`src/rtl/cmp_pkg.sv`:
```
// Shared encodings for the streaming magnitude comparator: one-hot result
// codes and the two FSM states.
package cmp_pkg;

   localparam logic [2:0] CMP_GT = 3'b100;
   localparam logic [2:0] CMP_EQ = 3'b010;
   localparam logic [2:0] CMP_LT = 3'b001;

   typedef enum logic {
      S_ACCEPT = 1'b0,
      S_RESULT = 1'b1
   } state_t;

endpackage

```
`src/rtl/cmp_word.sv`:
```
// Combinational one-word compare producing a one-hot {gt,eq,lt} code.
// Signed interpretation is only ever requested for the most-significant word.
module cmp_word
   import cmp_pkg::*;
#(
   parameter int WIDTH = 8
) (
   input  logic [WIDTH-1:0] a,
   input  logic [WIDTH-1:0] b,
   input  logic             is_signed,
   output logic [2:0]       res
);

   always_comb begin
      res = CMP_EQ;
      if (is_signed) begin
         if ($signed(a) > $signed(b))      res = CMP_GT;
         else if ($signed(a) < $signed(b)) res = CMP_LT;
      end else begin
         if (a > b)      res = CMP_GT;
         else if (a < b) res = CMP_LT;
      end
   end

endmodule

```
`src/rtl/cmp_stream.sv`:
```
// Sequential magnitude comparator: operands arrive MSW first, one word per
// beat; the first differing word decides the one-hot result.
module cmp_stream
   import cmp_pkg::*;
#(
   parameter int WIDTH = 8,
   parameter int WORDS = 4
) (
   input  logic             clk,
   input  logic             rst_n,
   input  logic             signed_mode,
   input  logic             in_valid,
   output logic             in_ready,
   input  logic [WIDTH-1:0] dina,
   input  logic [WIDTH-1:0] dinb,
   output logic             out_valid,
   input  logic             out_ready,
   output logic             gt,
   output logic             eq,
   output logic             lt,
   output logic             o_dbg_state
);

   // Handshakes: a transfer happens on a rising edge where valid && ready are
   // both 1; valid never depends combinationally on ready on either side.

   localparam int            CW   = (WORDS > 1) ? $clog2(WORDS) : 1;
   localparam logic [CW-1:0] LAST = CW'(WORDS - 1);

   state_t        r_state;
   state_t        w_state_nxt;
   logic [CW-1:0] r_cnt;
   logic          r_mode;
   logic [2:0]    r_res;
   logic [2:0]    w_word_res;
   logic          w_beat;
   logic          w_first;
   logic          w_last;
   logic          w_is_signed;

   assign w_beat      = in_valid && (r_state == S_ACCEPT);
   assign w_first     = (r_cnt == '0);
   assign w_last      = (r_cnt == LAST);
   assign w_is_signed = w_first ? signed_mode : 1'b0;

   cmp_word #(.WIDTH(WIDTH)) u_word (
      .a         (dina),
      .b         (dinb),
      .is_signed (w_is_signed),
      .res       (w_word_res)
   );

   always_comb begin
      w_state_nxt = r_state;
      in_ready    = 1'b0;
      out_valid   = 1'b0;
      case (r_state)
         S_ACCEPT: begin
            in_ready = 1'b1;
            if (in_valid && w_last) w_state_nxt = S_RESULT;
         end
         S_RESULT: begin
            out_valid = 1'b1;
            if (out_ready) w_state_nxt = S_ACCEPT;
         end
         default: w_state_nxt = S_ACCEPT;
      endcase
   end

   always_ff @(posedge clk or negedge rst_n) begin
      if (!rst_n) begin
         r_state <= S_ACCEPT;
         r_cnt   <= '0;
         r_mode  <= 1'b0;
         r_res   <= 3'b000;
      end else begin
         r_state <= w_state_nxt;
         if (w_beat) begin
            r_cnt <= w_last ? '0 : r_cnt + 1'b1;
            if (w_first) r_mode <= signed_mode;
            // Once a word differs, lower words can no longer change the outcome.
            if (w_first || (r_res == CMP_EQ)) r_res <= w_word_res;
         end
      end
   end

   assign {gt, eq, lt} = r_res;
   assign o_dbg_state  = r_state;

   a_mode_stable_in_result : assert property (
      @(posedge clk) disable iff (!rst_n)
      (r_state == S_RESULT) |=> $stable(r_mode)
   );

endmodule

```
`config.mk`:
```
export PLATFORM = sky130hd
export DESIGN_NAME = cmp_stream
export DESIGN_NICKNAME = d
export VERILOG_FILES = /design/src/rtl/cmp_pkg.sv /design/src/rtl/cmp_word.sv /design/src/rtl/cmp_stream.sv
export SDC_FILE = /design/constraint.sdc
export NUM_CORES = 1
export LEC_CHECK = 0
export ABC_AREA = 1
export CORE_MARGIN = 3
export CORE_UTILIZATION = 35
export CTS_BUF_LIST = sky130_fd_sc_hd__clkbuf_16
export DETAILED_ROUTE_END_ITERATION = 8
export PLACE_DENSITY = 0.85
export SLEW_MARGIN = 20
export SYNTH_ARGS = -nofsm -noshare
export SYNTH_HDL_FRONTEND = slang
export SYNTH_SLANG_ARGS = --single-unit
```
`constraint.sdc`:
```
create_clock -name clk -period 1.2 [get_ports clk]
set_input_delay 0.12 -clock clk [delete_from_list [all_inputs] [get_ports clk]]
set_output_delay 0.12 -clock clk [all_outputs]
set_load 0.005 [all_outputs]
```
* Yosys cells after proc, flatten, opt, wreduce, memory -nomap -nowiden
Cells that the tools add are included.
W data, S select, Z words.
** Storage, ports and cells
- Bits in registers :: 6
- Bits in latches :: 0
- Memory bits (writable) :: 0
- Memory bits (read-only) :: 0
- Word-level logic and storage cells :: 28
- Memories kept :: 0
** Cells by class
- Add/sub/neg operators :: 1
- Multipliers :: 0
- Div/mod/pow operators :: 0
- Magnitude comparators :: 4
- Eq/ne operators :: 2
- Shifts and indexed selects :: 0
- Muxes and demuxes :: 12
- Bitwise operators :: 1
- Reductions and logical operators :: 5
** Operator list (count)
- $gt A8 B8 Y1 :: 2
- $lt A8 B8 Y1 :: 2
- $mux W3 :: 3
- $mux W2 :: 3
- $mux W1 :: 5
- $eq A3 B2 Y1 const B :: 1
- $add A2 B1 Y2 const B :: 1
- $eq A2 B2 Y1 const B :: 1
- $logic_and A1 B1 Y1 :: 2
- $logic_not A2 Y1 :: 1
- $pmux W1 S2 :: 1
- $reduce_and A2 Y1 :: 1
- $logic_or A1 B1 Y1 :: 1
- $not A1 Y1 :: 1

* Depth between registers and ports, before layout
- Depth in word-level cells :: 4
- Depth in mapped cells :: 13

* Hierarchy
A second synthesis with hierarchy kept.
** Unflattened totals
- Cell total of the unflattened synthesis :: 82
- Area total of the unflattened synthesis :: 579.3 um2
** By module, submodules not included
- cmp_stream :: instances 1, cells each 37, area each 315.3 um2, seq. area each 150.1 um2
- cmp_word :: instances 1, cells each 45, area each 264.0 um2, seq. area each 0.0 um2

* Worst setup path after synthesis
Ideal clock, no wire load.
- Kind :: register to register
- Start point :: register r_cnt[0]
- End point :: register r_res[0]
- Data arrival time :: 1008 ps
- Setup slack :: 76 ps
- Stages on the path, launching flop included :: 10
- Path buffers :: 0
- Cells stage by stage :: dfrtp_1 > inv_1 > ha_1 > nand2_1 > nor2_1 > inv_1 > nand3_1 > nand2_1 > nand2_1 > nand2_1
** Between the ends
- Longest elaborated chain between the ends :: 3
- Elaborated cells on any way between the ends :: 5
** Ends and longest elaborated chain
- start, declared :: RTL line cmp_stream.sv:32 : logic [CW-1:0] r_cnt;
- start signal, assigned :: RTL line cmp_stream.sv:79 : r_cnt <= w_last ? '0 : r_cnt + 1'b1;
- $logic_not A2 Y1 * :: RTL line cmp_stream.sv:42 : assign w_first = (r_cnt == '0);
- $mux W1 or $logic_or A1 B1 Y1 (tied branches) :: RTL line cmp_stream.sv:44, cmp_stream.sv:82
- $mux W3 or $reduce_and A2 Y1 (tied branches)
- end signal, assigned :: RTL line cmp_stream.sv:82 : if (w_first || (r_res == CMP_EQ)) r_res <= w_word_res;
- end, declared :: RTL line cmp_stream.sv:34 : logic [2:0] r_res;
Mark *: on every way between the ends. The rest lies on a longest branch, timed or not.
A chain may end at the register's enable or synchronous reset.

* Worst setup path in the final report
- Start point :: input port dinb[5]
- End point :: register r_res[0]
** Between the ends
- Longest elaborated chain between the ends :: 4
- Elaborated cells on any way between the ends :: 9
** Ends and longest elaborated chain
- start, declared :: RTL line cmp_stream.sv:15 : input logic [WIDTH-1:0] dinb,
- $lt A8 B8 Y1 (on tied branches) :: RTL line cmp_word.sv:21, cmp_word.sv:18
- $mux W2 (on tied branches) :: RTL line cmp_word.sv:21, cmp_word.sv:18
- $mux W3 (on tied branches) :: RTL line cmp_word.sv:20, cmp_word.sv:17
- $mux W3 * :: RTL line cmp_word.sv:16 : if (is_signed) begin
Marked as above.

==> impl_metrics.csv <==
group,metric,value,unit
status,status,"finished with violations",
status,failed_checks,"negative setup slack",
worst_setup_path,cp_top_family,"simple AND/OR/NAND/NOR gates",
worst_setup_path,critPathMaxFanout,2,
floorplan,row_count,13,
global_routing,grt_max_degree,7,
clock_tree,clk_pin_slew,0.04,ns
floorplan,start_util,0.392,
logic_synthesis,synth_area,542,um2
place,port_buffers,26,
run,maxCapViolations,0,
sta,tightest_slew,0.305,ns
place,hpwl,1070,um
worst_setup_path,reg2reg_slack,-0.03,ns
logic_synthesis,synth.top_cell.area_share,0.277,
worst_setup_path,worstSetupPathType,"in2reg",
drt,vias,636,
global_routing,grt_usage,0.171,
place,dp_slack,-0.459,ns
layout,diodes,0,
global_routing,grt_pass1_vias,653,
clock_tree,postCtsHoldBufs,0,
drt,drc,0,
sta,slew_headroom,0.796,
worst_setup_path,critPathLaunchType,"primary input",
place,place.gp.congestion,0.674,
logic_synthesis,yosys_warnings,0,
drt,dr.pass1.iters,6,
power,p_per_area,1690,mW/mm2
min_path,hold_class,"in2async",
clock_tree,cts_max_path_buffers,2,
layout,drive_gt1_frac,0.414,
layout,design_area,0.00109,mm2
sta,slew_violations,0,
drt,ant_nets,0,
clock_tree,cts-htree-levels,1,
worst_setup_path,ff2ff_path_depth,9,
worst_setup_path,worstReg2RegEnd,"r_res[0]",
sta,setup_viol,2,
worst_setup_path,cpMostUsedCell,"nand2_1",
logic_synthesis,synth_nets,106,
sta,period_share,1.07,
sta,setup_tns,-0.0861,ns
floorplan,die_w,45.3,um
place,dpl_cell_area,843,um2
floorplan,ioPinCount,27,
sta,skew,0.00543,ns
worst_setup_path,max_stage_delay,0.26,ns
clock_tree,cts.sinks,6,
worst_setup_path,crit-reg2reg-launch,"r_cnt[0]",
sta,fin_ws,-0.0857,ns
layout,nets,149,
drt,drt_iter0_markers,19,
sta,rsz0062_at_grt,"true",
global_routing,grt-ovfl-total,0,
clock_tree,tritoncts,"done",
logic_synthesis,syn_inst,75,
drt,via_per_inst,4.85,
sta,fmax,0.778,GHz
worst_setup_path,crit_chain,"dlygate4sd2_1, inv_2, ha_4, a21oi_2, nor2_2, nor2_2, nand2_2, nand2_2, nand2_1, nand2_1, nand2_1",
drt,detail_route.wl_per_cell,14.6,um
floorplan,core_area,0.00138,mm2
drt,wirelength,1910,um
logic_synthesis,synth_area_leaders,"dfrtp_1 (28%), ha_1 (23%), nand2_1 (13%)",
sta,hold_viol_final,0,
power,p_leak,0.583,nW
global_routing,grt_pass1_wl,2550,um
logic_synthesis,syn_avg_cell_area,7.22,um2
sta,fin_crit,1.29,ns
global_routing,grt_antenna_before_repair,0,
clock_tree,clk_latency,0.23,ns
worst_setup_path,crit_slowest_cell,"dlygate4sd2_1",
clock_tree,cts_buffers,3,
worst_setup_path,crit_path_end_kind,"flip-flop",
logic_synthesis,synth_cell_type_count,16,
worst_setup_path,cp.buffers_inverters,2,
worst_setup_path,cp.depth,11,
floorplan,dieArea,0.00206,mm2
logic_synthesis,synth_seq_cells,6,
worst_setup_path,crit_required,1.31,ns
layout,areaGrowthSynthToFinish,102,%
power,peakVddDrop,1.33,mV
sta,hold_ws,0.142,ns
worst_setup_path,critPathArrivalTime,1.40,ns
logic_synthesis,yosys.area.top_type,"dfrtp_1",
floorplan,die_h,45.3,um
clock_tree,cts-root-buf,"clkbuf_16",
logic_synthesis,seq_area_frac_synth,0.277,
-- routing by layer --
metal	part of all wire	vias up	routed length, um	GRT usage
li1	-	313	-	-
met1	0.38	282	728	0.191
met2	0.53	31	1020	0.316
met3	0.049	10	93	0.0478
met4	0.036	0	68	0.0351
met5	0	-	0	0
-- layout make-up --
type	count	area (um2)
Fill cell	88	288
Tap cell	15	18.8
Clock buffer	3	75.1
Sequential cell	6	150
Multi-Input combinational cell	48	430
Inverter	20	75.1
Timing Repair Buffer	39	345
-- kinds of logic after synthesis --
| kind of cell | after synthesis | synth area share |
|---|---|---|
| AO/OA/AOI/OAI | 9 | 0.111 |
| adder cells (fa/ha/maj) | 10 | 0.231 |
| buffers and inverters | 21 | 0.152 |
| flip-flops | 6 | 0.277 |
| AND/OR/NAND/NOR | 29 | 0.229 |
-- how the worst max path moves through the flow --
stage	from	endpoint
2_1_floorplan	r_cnt[0]	r_res[0]
3_3_place_gp	dinb[7]	r_res[0]
3_5_place_dp	dinb[7]	r_res[0]
4_1_cts	r_cnt[1]	r_res[0]
5_1_grt	dinb[5]	r_res[0]
6_report	dinb[5]	r_res[0]
-- timing repair --
item,CTS,global route
buffers inserted,5,5
resized for setup,45,10
setup endpoints to repair,8,4
pin swaps,18,4
-- power breakdown --
group / internal, mW / switching [mW]
clock: 0.429 / 0.127
sequential: 0.291 / 0.0722
combinational: 0.511 / 0.414
total: 1.23 / 0.613
-- layout by cell type (no fill, tap or decap), types with 2 or more instances in the layout --
cell type	synthesis	layout
ha_1	10	3
dfrtp_1	6	6
nand4_1	2	2
nor2_4	0	2
nand2_1	19	12
nor2_2	2	3
ha_4	0	6
a21oi_1	5	4
dlygate4sd2_1	0	20
clkbuf_16	0	3
inv_2	2	10
dlymetal6s2s_1	0	2
nand2_2	0	7
buf_4	1	11
inv_1	18	10
clkdlybuf4s50_1	0	4
buf_6	0	2
-- synth_stat cells (all sizes together) --
library cell and count:
a21o 1, buf 1, a21oi 6, o21ai 1
nand2 19, inv 20, nand3b 1, nor2 6
dfrtp 6, o22ai 1, nand3 1, nand4 2
ha 10
-- sequential cells by signal, indices dropped and copies added, names as in the netlist --
name,flops
r_cnt,2
r_res,3
o_dbg_state,1
-- per-stage QoR --
| stage | power, mW | utilization | cells |
|---|---|---|---|
| after floorplan | 0.673 | - | 75 |
| after global placement | 0.986 | 0.610 | 119 |
| after detailed placement | 1.00 | 0.610 | 119 |
| after CTS | 1.68 | 0.748 | 127 |
| after global routing | 1.98 | 0.792 | 131 |
| final | 1.84 | 0.792 | 131 |
(Power assumes the default switching activity.)
